### config.mk
export PLATFORM = sky130hd
export DESIGN_NAME = cache_miss_handler
export DESIGN_NICKNAME = d
export VERILOG_FILES = /design/src/rtl/cache_pkg.sv /design/src/rtl/cache_miss_handler_block_buffer.sv /design/src/rtl/cache_miss_handler.sv
export SDC_FILE = /design/constraint.sdc
export NUM_CORES = 1
export LEC_CHECK = 0
export ABC_AREA = 1
export ABC_CLOCK_PERIOD_IN_PS = 1900
export BUFFER_PORTS_ARGS = -buffer_cell sky130_fd_sc_hd__buf_2
export CORE_MARGIN = 5
export CORE_UTILIZATION = 50
export CTS_CLUSTER_DIAMETER = 150
export CTS_CLUSTER_SIZE = 8
export DETAILED_ROUTE_END_ITERATION = 10
export MAX_ROUTING_LAYER = met4
export PLACE_DENSITY_LB_ADDON = 0.2
export SLEW_MARGIN = 0
export SYNTH_ARGS = -nofsm -noshare
export SYNTH_HDL_FRONTEND = slang
export SYNTH_SLANG_ARGS = --single-unit
### constraint.sdc
create_clock -name clk -period 1.9 [get_ports clk]
set_input_delay 0.285 -clock clk [delete_from_list [all_inputs] [get_ports clk]]
set_output_delay 0.285 -clock clk [all_outputs]
set_load 0.03 [all_outputs]
### src/rtl/cache_pkg.sv
// Shared constants and types for the direct-mapped cache miss handler.
// Address is {tag, index}; a block is four words aligned on adr[1:0].
package cache_pkg;
  localparam int WORD     = 32;
  localparam int ADDRESSL = 12;
  localparam int TAG      = 3;
  localparam int BLOCKL   = 4;
  localparam int CNTW     = 16;
  localparam int AW       = ADDRESSL + TAG;

  typedef logic [AW-1:0] adr_t;

  typedef enum logic [1:0] {
    IDLE,
    LOOKUP,
    FETCH,
    FILL
  } state_e;
endpackage

### src/rtl/cache_miss_handler_block_buffer.sv
// Refill staging buffer: one word per RAM handshake, whole block out.
// Cleared on reset so an aborted refill leaves nothing behind.
module block_buffer
  import cache_pkg::*;
(
  input  logic                   clk,
  input  logic                   rst,
  input  logic                   we,
  input  logic [1:0]             idx,
  input  logic [WORD-1:0]        wdata,
  output logic [BLOCKL*WORD-1:0] data
);
  logic [WORD-1:0] word_q [BLOCKL];
  logic [WORD-1:0] word_d [BLOCKL];

  always_comb begin
    word_d = word_q;
    if (we) word_d[idx] = wdata;
  end

  always_ff @(posedge clk or negedge rst) begin
    if (!rst) word_q <= '{default: '0};
    else      word_q <= word_d;
  end

  for (genvar g = 0; g < BLOCKL; g++) begin : g_flat
    assign data[g*WORD +: WORD] = word_q[g];
  end
endmodule

### src/rtl/cache_miss_handler.sv
// Miss controller: looks up CPU reads, refills a 4-word block from RAM
// on a miss, writes it to the cache in one cycle and retries the lookup.
module cache_miss_handler #(
  parameter int CNTW = cache_pkg::CNTW
) (
  input  logic                                   clk,
  input  logic                                   rst,
  input  logic                                   cpu_req,
  input  logic [cache_pkg::AW-1:0]               cpu_adr,
  output logic                                   cpu_ready,
  output logic                                   busy,
  input  logic                                   cache_hit,
  output logic [cache_pkg::AW-1:0]               address,
  output logic                                   c_read,
  output logic                                   c_write,
  output logic [cache_pkg::AW-1:0]               adr0,
  output logic [cache_pkg::AW-1:0]               adr1,
  output logic [cache_pkg::AW-1:0]               adr2,
  output logic [cache_pkg::AW-1:0]               adr3,
  output logic [cache_pkg::BLOCKL*cache_pkg::WORD-1:0] data_rtoc,
  output logic                                   mem_req,
  output logic [cache_pkg::AW-1:0]               mem_adr,
  input  logic                                   mem_ack,
  input  logic [cache_pkg::WORD-1:0]             mem_rdata,
  output logic [CNTW-1:0]                        misses
);
  import cache_pkg::*;

  state_e          state_q, state_d;
  adr_t            adr_q, adr_d;
  logic [1:0]      cnt_q, cnt_d;
  logic [CNTW-1:0] miss_q, miss_d;
  logic            buf_we;
  logic [BLOCKL*WORD-1:0] buf_data;

  block_buffer u_buf (
    .clk   (clk),
    .rst   (rst),
    .we    (buf_we),
    .idx   (cnt_q),
    .wdata (mem_rdata),
    .data  (buf_data)
  );

  always_comb begin
    state_d   = state_q;
    adr_d     = adr_q;
    cnt_d     = cnt_q;
    miss_d    = miss_q;
    buf_we    = 1'b0;
    cpu_ready = 1'b0;
    c_read    = 1'b0;
    c_write   = 1'b0;
    mem_req   = 1'b0;
    address   = '0;
    mem_adr   = '0;
    adr0      = '0;
    adr1      = '0;
    adr2      = '0;
    adr3      = '0;
    data_rtoc = '0;
    unique case (state_q)
      IDLE: begin
        if (cpu_req) begin
          adr_d   = cpu_adr;
          state_d = LOOKUP;
        end
      end
      LOOKUP: begin
        address   = adr_q;
        c_read    = 1'b1;
        cpu_ready = cache_hit;
        if (cache_hit) begin
          state_d = IDLE;
        end else begin
          if (!(&miss_q)) miss_d = miss_q + CNTW'(1);
          cnt_d   = 2'd0;
          state_d = FETCH;
        end
      end
      FETCH: begin
        address = adr_q;
        mem_req = 1'b1;
        mem_adr = {adr_q[AW-1:2], cnt_q};
        if (mem_ack) begin
          buf_we = 1'b1;
          cnt_d  = cnt_q + 2'd1;
          if (cnt_q == 2'd3) state_d = FILL;
        end
      end
      FILL: begin
        address   = adr_q;
        c_write   = 1'b1;
        adr0      = {adr_q[AW-1:2], 2'd0};
        adr1      = {adr_q[AW-1:2], 2'd1};
        adr2      = {adr_q[AW-1:2], 2'd2};
        adr3      = {adr_q[AW-1:2], 2'd3};
        data_rtoc = buf_data;
        state_d   = LOOKUP;
      end
      default: state_d = IDLE;
    endcase
  end

  always_ff @(posedge clk or negedge rst) begin
    if (!rst) begin
      state_q <= IDLE;
      adr_q   <= '0;
      cnt_q   <= 2'd0;
      miss_q  <= '0;
    end else begin
      state_q <= state_d;
      adr_q   <= adr_d;
      cnt_q   <= cnt_d;
      miss_q  <= miss_d;
    end
  end

  assign busy   = (state_q != IDLE);
  assign misses = miss_q;
endmodule

==> results.json <==
{
  "status": "complete, but fails checks",
  "violations": "setup timing",
  "grt_pass1_vias": 7142,
  "power_frac_clock": 0.264,
  "regArea_um2": 4080,
  "syn_inst": 1096,
  "seq_power_share": 0.382,
  "wl_met2_mm": 11.4,
  "n_antenna_cell": 0,
  "met3_length_mm": 1.34,
  "layout_commonest_cell": "nand2_1",
  "numCtsBuffers": 17,
  "fin_crit_ns": 1.93,
  "power_density_nw_per_um2": 1090,
  "ys_top_cells_by_area": "dfrtp_1, nand2_1, inv_1, o21ai_0, buf_4",
  "skew_ns": 0.0111,
  "gp_congestion": 0.861,
  "viasPerCell": 4.81,
  "r2r_cells": 9,
  "cts_tree": "yes",
  "pwr-share-comb": 0.354,
  "grt_pass1_wl_mm": 35.8,
  "antenna_found_initial": 0,
  "wl_met1_mm": 9.83,
  "grt_max_degree": 70,
  "reg2reg_to": "misses[0]$_DFFE_PN0P_",
  "dp_slack_ns": 0.0723,
  "synth.distinct_cells": 23,
  "yosysSeqAreaShare": 0.497,
  "yosys.area_share.simple": 0.211,
  "fp.dieH_um": 138,
  "clockRootBuffer": "clkbuf_16",
  "htreeDepth": 4,
  "setup_viol": 21,
  "ff2ff_setup_slack_ns": 0.19,
  "ys_warn_count": 0,
  "rsz0062_at_grt": "yes",
  "clockBufferDepth": 2,
  "synth_top_family_by_area": "simple AND/OR/NAND/NOR gates",
  "wl_per_cell_um": 14.7,
  "ant_nets": 0,
  "setup_tns_ns": -0.233,
  "cp.required_ns": 1.62,
  "portBuffers": 286,
  "finalNonFillerCells": 1564,
  "dp.cells": 1523,
  "synth_xor_area_frac": 0.00214,
  "synth-compound-area-share": 0.0964,
  "power.share.switching": 0.397,
  "drtIter0Drc": 447,
  "fmax_mhz": 518,
  "num_vias": 7519,
  "synth_mux_area_frac": 0,
  "holdPathStages": 3,
  "core-area_um2": 16000,
  "avgSynthCellArea_um2": 7.48,
  "min_period_over_period": 1.02,
  "slew_violations": 0,
  "power_switching_w": 0.00492,
  "worstSetupPathType": "reg2out",
  "clock_sink_count": 163,
  "clk_latency_ns": 0.42,
  "grt_usage": 0.229,
  "mostFrequentLayoutCells": "nand2_1, inv_1, dfrtp_1, o21ai_0, buf_2",
  "drive_gt1_frac": 0.338,
  "synth_top_area_share": 0.497,
  "rows": 46,
  "dieWidth_um": 138,
  "wl_mm": 23.0,
  "hold_viol": 0,
  "crit_fanout": 6,
  "leakage_nw": 6.98,
  "dr.pass1.iters": 5,
  "nets": 1398,
  "hpwl_mm": 14.7,
  "worst_slack_ns": -0.0317,
  "ir_drop_mv": 1.10,
  "die-area_um2": 19100,
  "grt-ovfl-total": 0,
  "timing.rr.start": "state_q[1]$_DFFE_PN0P_",
  "post-route-util": 0.708,
  "drc": 0,
  "dpl-instance-area_um2": 9600,
  "cp-end-kind": "output port",
  "highest_layer": "met4",
  "critical_path_arrival_ns": 1.65,
  "ys_ff_latch": 163,
  "area_growth_pct": 38.2,
  "power.internal_w": 0.00746,
  "fill_cells": 1246,
  "hold_path.class": "in2reg",
  "min_to": "adr_q[0]$_DFFE_PN0P_",
  "worstHoldStart": "cpu_adr[0]",
  "io_pins": 291,
  "maxCapViolations": 0,
  "initial_utilization": 0.512,
  "finalInstanceArea_um2": 11300,
  "cp-start-kind": "flop",
  "synth_area_um2": 8200,
  "multi_input_area_um2": 2890,
  "synth_area_leader_cell": "dfrtp_1",
  "clkTransAtPathRegs_ns": 0.06,
  "synth_fa_ha_area_frac": 0.0168
}
## synthesized netlist by cell type (all sizes together)
cell,instances
nand2,364
ha,11
o21ai,139
dfrtp,163
nand4,4
conb,1
nand3,17
nor2,51
clkbuf,28
xor2,2
a21oi,16
inv,231
buf,67
o21bai,1
nor3,1
## worst max-delay path, stage by stage, from the launching register on
cell and delay (ns):
dfrtp_2 0.44, ha_4 0.23, buf_12 0.16, clkbuf_16 0.18
nand2_4 0.07, inv_2 0.03, buf_6 0.13
## power by group through the flow
stage | combinational, W | clock, W | sequential (W)
after global routing | 0.00476 | 0.00348 | 0.00483
after CTS | 0.00407 | 0.00334 | 0.00467
after detailed placement | 0.00390 | 0 | 0.00472
after floorplan | 0.00288 | 0 | 0.00473
final | 0.00439 | 0.00327 | 0.00473
after global placement | 0.00381 | 0 | 0.00470
## routing by layer
| metal | vias up | global-route usage |
|---|---|---|
| li1 | 3663 | - |
| met1 | 3551 | 0.299 |
| met2 | 274 | 0.366 |
| met3 | 31 | 0.0434 |
| met4 | 0 | 0.0686 |
| met5 | - | - |
## area by class of cell
| type | instances | area share |
|---|---|---|
| Multi-Input combinational cell | 610 | 0.255 |
| Clock buffer | 19 | 0.0382 |
| Timing Repair Buffer | 312 | 0.235 |
| Sequential cell | 163 | 0.360 |
| Clock inverter | 13 | 0.0112 |
| Tap cell | 216 | 0.0238 |
| Inverter | 231 | 0.0765 |
## through the flow
stage,hold WS (ns),power [W]
finish,0.118,0.0124
global placement,0.135,0.00851
detailed placement,0.135,0.00862
floorplan,-0.0106,0.00760
CTS,0.103,0.0121
global route,0.112,0.0131
## worst max-delay path by stage
stage                           startpoint               endpoint  slack, ns  cells past startpoint
floorplan           state_q[0]$_DFFE_PN0P_                adr1[2]       0.04                      7
global placement    state_q[1]$_DFFE_PN0P_  misses[9]$_DFFE_PN0P_       0.19                      9
detailed placement  state_q[1]$_DFFE_PN0P_  misses[0]$_DFFE_PN0P_       0.07                      9
CTS                 state_q[1]$_DFFE_PN0P_         data_rtoc[110]      -0.09                      5
global route        state_q[1]$_DFFE_PN0P_              cpu_ready       -0.1                      5
finish              state_q[0]$_DFFE_PN0P_          data_rtoc[44]      -0.03                      6
## cell families after synthesis
group	after synthesis
and+or+nand+nor	437
buffers and inverters	326
DFF	163
AOI/OAI and AO/OA	156
adders and majority gates	11
xor gates and xnor gates	2
other	1
## flip-flops by register name, summed over array words and instances, names as in the netlist
| signal | flops |
|---|---|
| state_q | 2 |
| adr_q | 15 |
| u_buf.data | 128 |
| misses | 16 |
| cnt_q | 2 |
## what timing repair did
action / CTS / global route
hold buffers: 1 / 0
pin swaps: 1 / 23
endpoints found under the setup margin: 211 / 224
buffers inserted: 2 / 2
cloned: 1 / 3
hold endpoints to repair: 61 / 0
gates resized for setup: 176 / 217
Power figures use the tool's default switching activity.
